--- src/rtl/int_ctrl_pkg.sv ---
// -----------------------------------------------------------------------------
// int_ctrl_pkg
// Shared types and constants for the SM83-style interrupt controller.
//   irq_t        : interrupt source numbering (bit index in IE/IF)
//   int_state_t  : controller state encoding (RUN / HALT / DISPATCH)
//   ADDR_IE/IF   : memory-mapped register addresses
//   irq_vec()    : RST vector for a given source index
// -----------------------------------------------------------------------------
package int_ctrl_pkg;

    typedef enum logic [2:0] {
        IRQ_VBLANK = 3'd0,
        IRQ_STAT   = 3'd1,
        IRQ_TIMER  = 3'd2,
        IRQ_SERIAL = 3'd3,
        IRQ_JOYPAD = 3'd4
    } irq_t;

    typedef enum logic [1:0] {
        RUN      = 2'd0,
        HALT     = 2'd1,
        DISPATCH = 2'd2
    } int_state_t;

    localparam logic [15:0] ADDR_IE = 16'hFFFF;
    localparam logic [15:0] ADDR_IF = 16'hFF0F;

    // Vector of source idx: base + idx * stride, zero-extended to 16 bits.
    function automatic logic [15:0] irq_vec(input logic [7:0] base,
                                            input int         stride,
                                            input logic [2:0] idx);
        return {8'h00, base} + 16'(stride * int'(idx));
    endfunction

endpackage

--- src/rtl/int_ctrl_prio_enc.sv ---
// -----------------------------------------------------------------------------
// int_ctrl_prio_enc
// Combinational priority encoder for pending interrupts; the lowest set bit
// wins (source 0 is highest priority).
//   pending : pending request vector (IE & IF)
//   valid   : at least one bit of pending is set
//   index   : index of the lowest set bit (0 when valid=0)
// -----------------------------------------------------------------------------
module int_ctrl_prio_enc #(
    parameter int NUM_IRQ = 5
) (
    input  logic [NUM_IRQ-1:0] pending,
    output logic               valid,
    output logic [2:0]         index
);

    // Scan from the top down so the last hit (lowest index) sticks.
    always_comb begin
        valid = 1'b0;
        index = 3'd0;
        for (int i = NUM_IRQ - 1; i >= 0; i--) begin
            if (pending[i]) begin
                valid = 1'b1;
                index = 3'(i);
            end
        end
    end

endmodule

--- src/rtl/int_ctrl.sv ---
// -----------------------------------------------------------------------------
// int_ctrl
// SM83-style interrupt controller. Holds IE/IF, IME with the one-instruction
// EI delay, and the HALT state; requests dispatch from the sequencer at
// instruction boundaries and supplies the RST vector on acknowledge.
//
// Ports:
//   clk, rst          clock, asynchronous active-high reset
//   irq_pulse         one-cycle source requests, each sets its IF bit
//   addr/wr_en/wr_data/rd_en   CPU bus access to IE (FFFF) and IF (FF0F)
//   rd_data, rd_hit   registered read response, valid the cycle after rd_en
//   instr_done        instruction boundary this cycle
//   ei, di, reti, halt_req     instruction side effects from the decoder
//   irq_req           dispatch request to the sequencer
//   irq_ack           sequencer vector-select pulse during dispatch
//   irq_vector        registered dispatch target, held until the next ack
//   ime, halted       master enable, CPU stalled in HALT
//   halt_bug          one-cycle pulse when HALT is skipped (IME=0, pending)
//
// Handshake: irq_req is a level; in DISPATCH it stays high until a single
// irq_ack cycle, at which point vector, IF and IME are updated on that edge.
// irq_ack seen in any other state has no effect.
// -----------------------------------------------------------------------------
module int_ctrl
    import int_ctrl_pkg::*;
#(
    parameter int         NUM_IRQ    = 5,
    parameter logic [7:0] VEC_BASE   = 8'h40,
    parameter int         VEC_STRIDE = 8
) (
    input  logic               clk,
    input  logic               rst,
    input  logic [NUM_IRQ-1:0] irq_pulse,
    input  logic [15:0]        addr,
    input  logic               wr_en,
    input  logic [7:0]         wr_data,
    input  logic               rd_en,
    output logic [7:0]         rd_data,
    output logic               rd_hit,
    input  logic               instr_done,
    input  logic               ei,
    input  logic               di,
    input  logic               reti,
    input  logic               halt_req,
    output logic               irq_req,
    input  logic               irq_ack,
    output logic [15:0]        irq_vector,
    output logic               ime,
    output logic               halted,
    output logic               halt_bug
);

    localparam logic [1:0] S_RUN      = RUN;
    localparam logic [1:0] S_HALT     = HALT;
    localparam logic [1:0] S_DISPATCH = DISPATCH;

    logic [1:0]         state_q, state_d;
    logic [7:0]         ie_q;
    logic [NUM_IRQ-1:0] if_q, if_d;
    logic               ime_q, ime_d;
    logic               ime_pend_q, ime_pend_d;
    logic               halt_bug_q, halt_bug_d;
    logic [15:0]        vec_q;
    logic [7:0]         rd_data_q;
    logic               rd_hit_q;

    logic [NUM_IRQ-1:0] pending;
    logic               pend_valid;
    logic [2:0]         pend_idx;
    logic               ie_sel, if_sel;
    logic               ack_take;
    logic               go_dispatch;

    assign pending  = ie_q[NUM_IRQ-1:0] & if_q;
    assign ie_sel   = (addr == ADDR_IE);
    assign if_sel   = (addr == ADDR_IF);
    assign ack_take = (state_q == S_DISPATCH) && irq_ack;

    int_ctrl_prio_enc #(.NUM_IRQ(NUM_IRQ)) u_prio_enc (
        .pending (pending),
        .valid   (pend_valid),
        .index   (pend_idx)
    );

    // Outside DISPATCH the request tracks IME & pending directly, so leaving
    // HALT with IME=1 presents the request as soon as RUN is re-entered.
    assign irq_req     = (state_q == S_DISPATCH) || (ime_q && pend_valid);
    assign go_dispatch = (state_q == S_RUN) && instr_done && irq_req;

    // IF: bus write, then ack clear, then source pulses (a pulse always wins).
    always_comb begin
        if_d = if_q;
        if (wr_en && if_sel)
            if_d = wr_data[NUM_IRQ-1:0];
        if (ack_take && pend_valid)
            if_d = if_d & ~(NUM_IRQ'(1) << pend_idx);
        if_d = if_d | irq_pulse;
    end

    // IME / EI delay. A pending EI is promoted at the next boundary; the
    // new EI is recorded after the promotion so back-to-back EIs still work.
    // DI is applied last so it overrides everything else.
    always_comb begin
        ime_d      = ime_q;
        ime_pend_d = ime_pend_q;
        if (instr_done && ime_pend_q) begin
            ime_d      = 1'b1;
            ime_pend_d = 1'b0;
        end
        if (instr_done && ei)
            ime_pend_d = 1'b1;
        if (reti)
            ime_d = 1'b1;
        if (ack_take)
            ime_d = 1'b0;
        if (di) begin
            ime_d      = 1'b0;
            ime_pend_d = 1'b0;
        end
    end

    always_comb begin
        state_d    = state_q;
        halt_bug_d = 1'b0;
        case (state_q)
            S_RUN: begin
                if (go_dispatch)
                    state_d = S_DISPATCH;
                else if (halt_req) begin
                    // With IME=0 and something pending HALT does not stall.
                    if (pend_valid && !ime_q)
                        halt_bug_d = 1'b1;
                    else
                        state_d = S_HALT;
                end
            end
            S_HALT: begin
                if (pend_valid)
                    state_d = S_RUN;
            end
            S_DISPATCH: begin
                if (irq_ack)
                    state_d = S_RUN;
            end
            default: state_d = S_RUN;
        endcase
    end

    always_ff @(posedge clk or posedge rst) begin
        if (rst) begin
            state_q    <= S_RUN;
            ie_q       <= 8'h00;
            if_q       <= '0;
            ime_q      <= 1'b0;
            ime_pend_q <= 1'b0;
            halt_bug_q <= 1'b0;
            vec_q      <= 16'h0000;
            rd_data_q  <= 8'h00;
            rd_hit_q   <= 1'b0;
        end else begin
            state_q    <= state_d;
            if_q       <= if_d;
            ime_q      <= ime_d;
            ime_pend_q <= ime_pend_d;
            halt_bug_q <= halt_bug_d;
            if (wr_en && ie_sel)
                ie_q <= wr_data;
            // A cancelled dispatch (nothing pending at ack) jumps to 0000.
            if (ack_take)
                vec_q <= pend_valid ? irq_vec(VEC_BASE, VEC_STRIDE, pend_idx) : 16'h0000;
            rd_hit_q <= rd_en && (ie_sel || if_sel);
            if (rd_en && if_sel)
                rd_data_q <= {{(8-NUM_IRQ){1'b1}}, if_q};
            else if (rd_en && ie_sel)
                rd_data_q <= ie_q;
            else
                rd_data_q <= 8'h00;
        end
    end

    assign rd_data    = rd_data_q;
    assign rd_hit     = rd_hit_q;
    assign irq_vector = vec_q;
    assign ime        = ime_q;
    assign halted     = (state_q == S_HALT);
    assign halt_bug   = halt_bug_q;

endmodule

--- config.mk ---
export PLATFORM = sky130hd
export DESIGN_NAME = int_ctrl
export DESIGN_NICKNAME = d
export VERILOG_FILES = /design/src/rtl/int_ctrl_pkg.sv /design/src/rtl/int_ctrl_prio_enc.sv /design/src/rtl/int_ctrl.sv
export SDC_FILE = /design/constraint.sdc
export NUM_CORES = 1
export LEC_CHECK = 0
export BUFFER_PORTS_ARGS = -buffer_cell sky130_fd_sc_hd__buf_2
export CORE_MARGIN = 1.5
export CORE_UTILIZATION = 50
export DETAILED_ROUTE_END_ITERATION = 8
export PLACE_DENSITY = 0.91
export SETUP_SLACK_MARGIN = 0.2
export SYNTH_ARGS = -nofsm -noshare
export SYNTH_HDL_FRONTEND = slang
export SYNTH_HIERARCHICAL = 1
export SYNTH_SLANG_ARGS = --single-unit
--- constraint.sdc ---
create_clock -name clk -period 4.7 [get_ports clk]
set_input_delay 0.705 -clock clk [delete_from_list [all_inputs] [get_ports clk]]
set_output_delay 0.705 -clock clk [all_outputs]
set_load 0.1 [all_outputs]
==> flow_metrics.tcl <==
set metrics [dict create \
    rrSetupSlack_ns 2.63 \
    total_power_uw 502 \
    cp_top_family "simple AND/OR/NAND/NOR gates" \
    regArea_sq_um 776 \
    ys_seq_area_frac 0.486 \
    ys_top_cells_by_area "dfrtp_1, buf_4, mux2_2" \
    wl_met1_microns 1360 \
    netlist_instances 161 \
    p_comb_frac 0.157 \
    start_kind "flop" \
    cts-root-buf "clkbuf_4" \
    ys_warn_count 6 \
    grt_pass1_vias 1257 \
    switchingPower_uw 149 \
    fmax_mhz 366 \
    grt_overflow 0 \
    slew_violations 0 \
    nNetsFinal 255 \
    viasPerCell 5.19 \
    drt_iter0_markers 41 \
    post_drt_wl_per_cell_microns 12.7 \
    cts_buffers 5 \
    worstPathArrival_ns 2.02 \
    pwr_density_cell_nw_per_um2 264 \
    cts.repair.resized 0 \
    slew_headroom 0.187 \
    portBuffers 55 \
    multi_input_area_sq_um 722 \
    wl_met3_microns 191 \
    ys_async_sr_fraction 1.00 \
    holdPathEnd "irq_vector[6]$_DFFE_PP0P_" \
    coreArea_sq_um 3050 \
    cp.required_ns 3.99 \
    post-route-period-util 0.581 \
    insertion_delay_ns 0.33 \
    cp-startpoint "if_q[1]$_DFF_PP0_" \
    cts.path.max_buffers 2 \
    grt_pass1_wl_microns 5300 \
    ant_nets 0 \
    path_clk_slew_ns 0.08 \
    synth_top_area_frac 0.486 \
    reg2reg_depth 7 \
    synth_top_cell_by_area "dfrtp_1" \
    worst_pin_slew_ns 1.21 \
    p_int_uw 352 \
    start_util 0.523 \
    end_kind "output pin" \
    synth_flop_cell "dfrtp_1" \
    core.rowCount 20 \
    fin_area_sq_um 1900 \
    htree_levels 2 \
    placed_area_sq_um 1850 \
    crit_chain "and2_1, nor4_2, nand2b_1, nand2_1, o21ai_0, buf_2" \
    drive_gt1_frac 0.347 \
    drcViolationCount 0 \
    pwr-share-seq 0.536 \
    gp_congestion 0.836 \
    synth_seq_cells 31 \
    wirelength_microns 3300 \
    cp_max_fo 11 \
    reg2reg_to "if_q[1]$_DFF_PP0_" \
    fp.dieArea_sq_um 3540 \
    hp-start "irq_vector[6]$_DFFE_PP0P_" \
    ctsHoldBuffers 0 \
    drv_cap 0 \
    postSynthAreaPerCell_sq_um 9.92 \
    netlist_area_sq_um 1600 \
    rsz0062_at_grt "false" \
    io_pins 68 \
    wl_met2_microns 1690 \
    ys_types 32 \
    synth_enable_flop_cells 0 \
    hold_depth 2 \
    track_usage 0.205 \
    slowest_delay_ns 0.42 \
    syn2layout_area_growth_pct 19.1 \
    top_layer_used "met4" \
    p_leak_uw 0.000957 \
    whs_ns 0.480 \
    setup-violations-final 0 \
    post_cts.repair.setup_buffers 0 \
    antenna_found_initial 0 \
    min_period_ns 2.73 \
    antenna_cells 0 \
    crit_type "flop to output pin" \
    die_y_microns 59.5 \
    vias 1349 \
    clkPwrFrac 0.307 \
    finClkSkew_ns 0.00617 \
    timing.rr.start "if_q[2]$_DFF_PP0_" \
    num-fill-cells 270 \
    hpwl_microns 2480 \
    cts_tree "built" \
    slowest_stage "dfrtp_1" \
    drtPass1Iterations 4 \
    switching_share 0.298 \
    ir_worst_vdd_mv 0.115 \
    final-hold-violation-count 0 \
    tns_ns 0 \
    grt_max_degree 32 \
    worstHoldPathType "flop to flop" \
    path_buf_inv 1 \
    status "finished clean" \
    die_x_microns 59.5 \
    clock_sink_count 31 \
]
==> layer usage <==
layer  vias up  global-route usage
li1        659                   -
met1       634               0.241
met2        51               0.341
met3         5              0.0699
met4         0              0.0857
met5         -                   0
==> through the flow <==
stage	cells	util	setup WS [ns]
floorplan	172	-	1.37
global placement	253	0.605	2.22
CTS	260	0.623	1.96
detailed placement	253	0.605	2.13
global route	260	0.623	1.79
finish	260	0.623	1.97
==> cells in the final DEF, fill, tap and decap left out, drive strengths merged, types with 2 or more instances in the layout <==
cell	synthesis	routed
nor2b	2	2
conb	1	12
nor4	3	3
nand2b	3	3
nor2	16	16
clkbuf	0	6
a31oi	3	3
nand4	10	10
and2	6	6
a21oi	5	5
nor3	2	2
nand3b	6	6
o211ai	3	3
nand3	5	5
a31o	2	2
dfrtp	31	31
buf	18	55
mux2	8	8
nand2	16	16
a22oi	5	5
a211oi	2	2
or4	2	2
inv	5	5
==> synthesized netlist by cell type, drive strengths merged, types with 2 or more instances <==
| cell | number |
|---|---|
| dfrtp | 31 |
| buf | 18 |
| nand2 | 16 |
| nor2 | 16 |
| nand4 | 10 |
| mux2 | 8 |
| and2 | 6 |
| nand3b | 6 |
| a21oi | 5 |
| a22oi | 5 |
| inv | 5 |
| nand3 | 5 |
| a31oi | 3 |
| nand2b | 3 |
| nor4 | 3 |
| o211ai | 3 |
| a211oi | 2 |
| a31o | 2 |
| nor2b | 2 |
| nor3 | 2 |
| or4 | 2 |
==> state kept, by name, indices dropped and copies added (netlist names) <==
| name | cells |
|---|---|
| rd_hit | 1 |
| irq_vector | 4 |
| ime | 1 |
| state_q | 2 |
| if_q | 5 |
| ie_q | 8 |
| ime_pend_q | 1 |
| rd_data | 8 |
| halt_bug | 1 |
==> power by group through the flow <==
| stage | clock network [uW] | registers, uW | logic [uW] |
|---|---|---|---|
| after detailed placement | 0 | 274 | 79.0 |
| after global placement | 0 | 274 | 78.2 |
| after global routing | 170 | 269 | 83.8 |
| after CTS | 157 | 269 | 79.1 |
| final | 154 | 269 | 78.8 |
| after floorplan | 0 | 278 | 60.8 |
==> worst max-delay path by stage <==
stage | to | slack, ns | cells past startpoint
3_5_place_dp | ie_q[2]$_DFFE_PP0P_ | 2.13 | 5
2_1_floorplan | irq_req | 1.37 | 2
6_report | irq_req | 1.97 | 6
5_1_grt | irq_req | 1.79 | 6
3_3_place_gp | ie_q[7]$_DFFE_PP0P_ | 2.22 | 5
4_1_cts | irq_req | 1.96 | 6
==> tightest hold or removal path: stages (launching register included) <==
cell and delay [ns]:
dfrtp_1 0.35, nand2_1 0.05, nand2_1 0.05
==> final cells by class <==
class | count | share of cell area
Clock buffer | 6 | 0.0270
Clock inverter | 1 | 0.00263
Inverter | 5 | 0.00986
Timing Repair Buffer | 55 | 0.145
Tap cell | 44 | 0.0289
Sequential cell | 31 | 0.408
Multi-Input combinational cell | 118 | 0.379
==> logic make-up (layout without fill, tap and decap cells) <==
logic type,after synthesis,after routing,share of synthesized area
simple gates,76,76,0.273
compound gates,21,21,0.0885
flops,31,31,0.486
mux,9,9,0.0626
buf+inv,23,67,0.0885
other cells,1,12,0.00235
Note: power is estimated with default switching activity, not from simulation.
